===== src/rtl/sync_pkg.sv =====
// Shared definitions for the synchronize / filter / edge-detect block.
//   MODE_*      : edge-select encodings for the 2-bit mode input
//   edge_match  : decides whether a level update in a given direction pulses
package sync_pkg;

    localparam int unsigned MODE_W = 2;

    localparam logic [MODE_W-1:0] MODE_RISE = 2'b00;
    localparam logic [MODE_W-1:0] MODE_FALL = 2'b01;
    localparam logic [MODE_W-1:0] MODE_BOTH = 2'b10;
    localparam logic [MODE_W-1:0] MODE_NONE = 2'b11;

    // new_level is the value the filtered level is about to take; the update
    // is a rise when it is 1 and a fall when it is 0.
    function automatic logic edge_match(input logic [MODE_W-1:0] mode,
                                        input logic              new_level);
        logic r;
        r = 1'b0;
        case (mode)
            MODE_RISE: r = new_level;
            MODE_FALL: r = ~new_level;
            MODE_BOTH: r = 1'b1;
            default:   r = 1'b0;
        endcase
        return r;
    endfunction

endpackage


===== src/rtl/sync_filter_ch.sv =====
// One channel: STAGES-deep synchronizer, persistence filter and edge pulse.
//   clk, rst_n : clock, async active-low reset
//   en         : filter / edge-detect enable (synchronizer always shifts)
//   mode       : edge select (sync_pkg MODE_*)
//   d_async    : asynchronous input bit
//   sync_raw   : last synchronizer stage
//   level      : filtered, accepted level
//   pulse      : one-cycle pulse after a matching level update
module sync_filter_ch
    import sync_pkg::*;
#(
    parameter int unsigned STAGES   = 2,
    parameter int unsigned FILT_CYC = 4,
    parameter logic        RST_VAL  = 1'b0
) (
    input  logic              clk,
    input  logic              rst_n,
    input  logic              en,
    input  logic [MODE_W-1:0] mode,
    input  logic              d_async,
    output logic              sync_raw,
    output logic              level,
    output logic              pulse
);

    localparam int unsigned       CNT_W    = $clog2(FILT_CYC + 1);
    localparam logic [CNT_W-1:0]  CNT_LAST = CNT_W'(FILT_CYC - 1);

    logic [STAGES-1:0] r_sync;
    logic [CNT_W-1:0]  r_cnt;
    logic [CNT_W-1:0]  w_cnt_nxt;
    logic              r_level;
    logic              w_level_nxt;
    logic              r_pulse;
    logic              w_pulse_nxt;
    logic              w_raw;
    logic              w_diff;

    assign w_raw  = r_sync[STAGES-1];
    assign w_diff = (w_raw != r_level);

    // Synchronizer chain, independent of en.
    always_ff @(posedge clk or negedge rst_n) begin
        if (!rst_n) begin
            r_sync <= {STAGES{RST_VAL}};
        end else begin
            r_sync <= {r_sync[STAGES-2:0], d_async};
        end
    end

    // Persistence filter: a difference must survive FILT_CYC enabled edges.
    // Any agreement or en=0 restarts the count from zero.
    always_comb begin
        w_cnt_nxt   = '0;
        w_level_nxt = r_level;
        w_pulse_nxt = 1'b0;
        if (en && w_diff) begin
            if (r_cnt == CNT_LAST) begin
                w_level_nxt = w_raw;
                w_pulse_nxt = edge_match(mode, w_raw);
            end else begin
                w_cnt_nxt = r_cnt + CNT_W'(1);
            end
        end
    end

    // Filter and pulse state.
    always_ff @(posedge clk or negedge rst_n) begin
        if (!rst_n) begin
            r_cnt   <= '0;
            r_level <= RST_VAL;
            r_pulse <= 1'b0;
        end else begin
            r_cnt   <= w_cnt_nxt;
            r_level <= w_level_nxt;
            r_pulse <= w_pulse_nxt;
        end
    end

    assign sync_raw = w_raw;
    assign level    = r_level;
    assign pulse    = r_pulse;

endmodule


===== src/rtl/sync_filter_edge.sv =====
// Multi-channel synchronizer + glitch filter + edge detector.
//   clk, rst_n : clock, async active-low reset
//   en         : filter / edge-detect enable
//   mode       : edge select 00 rise, 01 fall, 10 both, 11 none
//   d_async    : CH asynchronous inputs
//   sync_raw   : synchronized, unfiltered values
//   level      : filtered levels
//   pulse      : per-channel one-cycle edge pulses
//   pulse_any  : OR of pulse, no added latency
module sync_filter_edge
    import sync_pkg::*;
#(
    parameter int unsigned     CH       = 4,
    parameter int unsigned     STAGES   = 2,
    parameter int unsigned     FILT_CYC = 4,
    parameter logic [CH-1:0]   RST_VAL  = {CH{1'b0}}
) (
    input  logic              clk,
    input  logic              rst_n,
    input  logic              en,
    input  logic [MODE_W-1:0] mode,
    input  logic [CH-1:0]     d_async,
    output logic [CH-1:0]     sync_raw,
    output logic [CH-1:0]     level,
    output logic [CH-1:0]     pulse,
    output logic              pulse_any
);

    logic [CH-1:0] w_pulse;

    // One fully independent filter per channel.
    for (genvar g = 0; g < int'(CH); g++) begin : g_ch
        sync_filter_ch #(
            .STAGES   (STAGES),
            .FILT_CYC (FILT_CYC),
            .RST_VAL  (RST_VAL[g])
        ) u_ch (
            .clk      (clk),
            .rst_n    (rst_n),
            .en       (en),
            .mode     (mode),
            .d_async  (d_async[g]),
            .sync_raw (sync_raw[g]),
            .level    (level[g]),
            .pulse    (w_pulse[g])
        );
    end

    assign pulse     = w_pulse;
    assign pulse_any = |w_pulse;

endmodule


===== config.mk =====
export PLATFORM = sky130hd
export DESIGN_NAME = sync_filter_edge
export DESIGN_NICKNAME = d
export VERILOG_FILES = /design/src/rtl/sync_pkg.sv /design/src/rtl/sync_filter_ch.sv /design/src/rtl/sync_filter_edge.sv
export SDC_FILE = /design/constraint.sdc
export NUM_CORES = 1
export LEC_CHECK = 0
export CORE_AREA = 2 2 58 60
export DETAILED_ROUTE_END_ITERATION = 8
export DIE_AREA = 0 0 60 62
export PLACE_DENSITY = 0.6
export SLEW_MARGIN = 20
export SYNTH_ARGS = -nofsm -noshare
export SYNTH_HDL_FRONTEND = slang
export SYNTH_SLANG_ARGS = --single-unit

===== constraint.sdc =====
create_clock -name clk -period 2.2 [get_ports clk]
set_input_delay 0.33 -clock clk [delete_from_list [all_inputs] [get_ports clk]]
set_output_delay 0.33 -clock clk [all_outputs]
set_load 0.05 [all_outputs]

# After elaboration in Yosys (flattened, before gate mapping)
# Index checks and enable logic that the tools add are counted.
# totals
output_inout_bits	13
ff_bits	28
wordCells	64
in_bits	9
# op_classes
n_reduce_logical	10
n_eq_ne	10
addsub	4
mux	20
bitwise	4
# op_table
op	count
2-to-1 mux 3 bit	8
adder 3 x 1 -> 3 bit (second input constant)	4
== test 3 x 2 -> 1 bit (second input constant)	4
one-hot mux 1 bit (3 select lines)	4
2-to-1 mux 1 bit	8
AND reduction 2 bit	4
logical AND 1 bit	4
inequality test 1 bit	4
NOT 1 bit	4
OR reduction 4 bit	1
== test 2 x 1 -> 1 bit (second input constant)	1
== test 2 bit (second input constant)	1
zero test 2 bit	1

# Logic depth before layout (Yosys ltp)
# depth
depth_word	4
ltp_mapped	4
ltp_nobuf	4

# By module
# Synthesis repeated with hierarchy kept, for this count alone.
# unflattened
hier_cells	77
area_unflattened_um2	1153.6
# by_module_without_submodules
module	area_each_um2	cells_per_inst	instances	seq_area_each_um2
sync_filter_ch	286.5	19	4	175.2
sync_filter_edge	7.5	1	1	0.0

# Worst setup path after synthesis
# OpenSTA, ideal clock, no wires.
# synth_path
path_kind	flip-flop to output port
startpoint	reg g_ch[1].u_ch.r_pulse
endpoint	out pulse_any
path_buffers	0
t_arrival_ns	1.122
stages_incl_launch_ff	2
setup_slack_ns	0.748
required_time_ns	1.870
path_cell_list	dfrtp_1 -> or4_1
# synth_via
elab_chain_cells	1
# synth_lines
item	line_no	text
from (decl)	sync_filter_ch.sv:34	logic r_pulse;
from (signal assigned)	sync_filter_ch.sv:76	r_pulse <= w_pulse_nxt;
OR reduction 4 bit	sync_filter_edge.sv:50	assign pulse_any = |w_pulse;
to (decl)	sync_filter_edge.sv:26	output logic pulse_any
# Every way passes these cells.

# Worst setup path in the final report
# Same ends and word-level chain as after synthesis.

==> metrics.md <==
| Metric | Value |
|---|---|
| Status | complete, no violations |
| DR DRC count | 0 |
| P&R area growth vs syn | 19.4% |
| CTS-repair resized insts | 1 |
| Worst slew margin | roughly 66% |
| Tot GR Track Use | between 10% and 20% |
| CTS max path bufs | 2 |
| Largest net degree at the start of global routing | 29 |
| Synthesis warning total | 0 |
| RR Startpoint | g_ch[2].u_ch.r_cnt[0]$_DFF_PN0_ |
| Synth Register Bits | 28 |
| # port buffers | 21 |
| Setup violators final | 0 |
| GP Congestion | a little over 0.6 |
| FP Rows | 21 |
| CP Capture Type | primary output |
| Initial DRC count | 7 |
| Initial antenna violation count | 0 |
| Achievable Freq | 505 MHz |
| CTS hold repair buffers | 0 |
| Diode count | 0 |
| Number of detailed-route iterations in the first pass | 2 |
| PD cells | 798 nW/µm² |
| Max Cap Viol | 0 |
| Worst Path Arrival | 1650 ps |
| RSZ-0062 raised after global routing | false |
| GRT overflow | 0 |
| Worst-Margin Slew | roughly 510 ps |
| Starting Density | a little under two fifths |
| Avg Inst Size Synth | roughly 12 µm² |
| Final Max Slew Viols | 0 |
| CTS Root Cell | clkbuf_4 |
| Wirelength, routed | between 1500 and 2000 µm |
| Leakage | 0.667 nW |
| Cts bufs inserted | 3 |
| Die area | approximately 3700 µm² |
| Fin crit period | 1980 ps |
| Num ports | 22 |
| Hold Path Class | in2async |
| Vias in the first global route | between 600 and 700 |
| Final net count | 130 |
| Sink Count | 28 |
| Via count | between 700 and 800 |
| Part of the cycle the worst path needs | approximately 90% |
| Library cells used by synthesis | 20 |
| Worst-path maximum fanout | 2 |
| Clock transition at the registers of the reported paths | 140 ps |
| Detailed Place HPWL | 1350 µm |
| Clk Latency, worst-skew pair | 320 ps |
| WL per Instance | 11.3 µm |
| Startpoint types | register |
| Die Wd | 60 µm |
| Setup TNS | 0 ps |
| Worst setup startpoint | g_ch[1].u_ch.pulse$_DFF_PN0_ |
| Post-synthesis sequential area ratio | roughly 59% |
| Total power | 1.14 mW |
| Postcts setup bufs | 0 |
| Core ar. | 3180 µm² |
| Crit Path Class | reg2out |
| CTS tree | done |
| Skew final | roughly 5.7 ps |
| Vias per Instance | approximately 4.5 |
| First-pass GRT wire length | roughly 2800 µm |
| Detail Route Antenna Nets | 0 |
| CP required | between 1500 and 2000 ps |
| H-tree levels | 1 |
| Syn Std Cell Area | about 1200 µm² |
| VDD IR max | about 0.40 mV |
| Final Hold Violating Endpoints | 0 |
| Layout cell share with drive strength beyond 1 | about 5.2% |
| Gate Count Post-Synth | 103 |
| Die H | ~62 µm |
| Net count after synthesis | roughly 120 |
-- cells by family (layout without fill, tap and decap cells) --
| group | after synthesis | after routing | synth area share, % |
|---|---|---|---|
| and+or+nand+nor | 36 | 36 | 17.6 |
| muxes | 1 | 1 | 0.944 |
| adders and majority gates | 4 | 4 | 4.20 |
| xor gates and xnor gates | 4 | 4 | 2.94 |
| AOI/OAI and AO/OA | 9 | 9 | 5.04 |
| DFF | 28 | 28 | 58.8 |
| buffers and inverters | 21 | 34 | 10.5 |
-- worst paths after layout --
kind	cells past startpoint	to	slack, ps
worst min-delay path	2	g_ch[2].u_ch.level$_DFFE_PN0P_	370
min in group clk	0	g_ch[0].u_ch.r_sync[1]$_DFF_PN0_	370
worst max-delay path	2	pulse_any	220
worst min register to register	0	g_ch[0].u_ch.r_sync[1]$_DFF_PN0_	370
worst max register to register	3	g_ch[2].u_ch.level$_DFFE_PN0P_	1010
max in group asynchronous	2	g_ch[0].u_ch.r_sync[0]$_DFF_PN0_	1580
-- area by class of cell --
cell class                 instances  area (µm²)
clock buffer                       3        22.5
clock inverter                     1        30.0
fill                             304        1760
inverter                           8        30.0
multi-input combinational         54         367
sequential                        28         701
tap                               46        57.6
timing repair buffer              22         216
-- flip-flops by register name, summed over array words and instances (netlist names) --
name	count
g_ch.u_ch.r_cnt	12
g_ch.u_ch.r_sync	8
g_ch.u_ch.level	4
g_ch.u_ch.pulse	4
-- cell usage after synthesis --
library cell / number / area (µm²)
nand2_1: 3 / 11.3
a31oi_1: 4 / 25.0
dfrtp_1: 28 / 701
and4b_1: 3 / 30.0
or4_1: 1 / 7.51
o21ai_0: 3 / 15.0
nor2b_1: 2 / 12.5
xor2_1: 4 / 35.0
mux2_2: 1 / 11.3
nand3_1: 3 / 15.0
nand2b_1: 4 / 25.0
nor3b_1: 3 / 22.5
inv_1: 8 / 30.0
o221ai_1: 1 / 8.76
ha_1: 4 / 50.1
o2111a_1: 1 / 11.3
nor2_1: 11 / 41.3
buf_2: 1 / 5.00
nand3b_1: 6 / 45.0
buf_4: 12 / 90.1
-- worst max-delay path, cell delays in order (launching register included) --
cell	delay, ps
dfrtp_1	400
or4_1	500
dlygate4sd2_1	430
-- report_power, final --
group | total, mW | internal, mW | leakage, nW | switching, mW
combinational | 0.222 | 0.0840 | 0.272 | 0.138
sequential | 0.589 | 0.555 | 0.367 | 0.0340
clock | 0.325 | 0.184 | 0.0279 | 0.141
-- stage by stage --
| stage | util, % | hold WS (ps) | cell area [µm²] | std cells | worst slack (ps) |
|---|---|---|---|---|---|
| after global routing | 44.8 | 374 | 1420 | 162 | 165 |
| after detailed placement | 43.2 | 340 | 1370 | 158 | 304 |
| after global placement | 43.2 | 334 | 1370 | 158 | 313 |
| after floorplan | - | 34.4 | 1190 | 103 | 748 |
| after CTS | 44.8 | 364 | 1420 | 162 | 195 |
| final | 44.8 | 365 | 1420 | 162 | 222 |
-- placed cells by master (no fill, tap or decap), types with 4 or more instances in the layout --
master	n
xor2_1	4
ha_1	4
nand2b_1	4
clkdlybuf4s50_1	20
a31oi_1	4
inv_1	8
dfrtp_1	28
nor2_1	11
nand3b_1	6
-- routing by layer --
layer | track usage, % | vias to the layer above | routed length, µm
li1 | - | 358 | -
met1 | 12.8 | 358 | 860
met2 | 17.4 | 12 | 870
met3 | 3.11 | 2 | 75
met4 | 4.76 | 0 | 19
met5 | 0 | - | 0
Note: power is estimated with default switching activity, not from simulation.
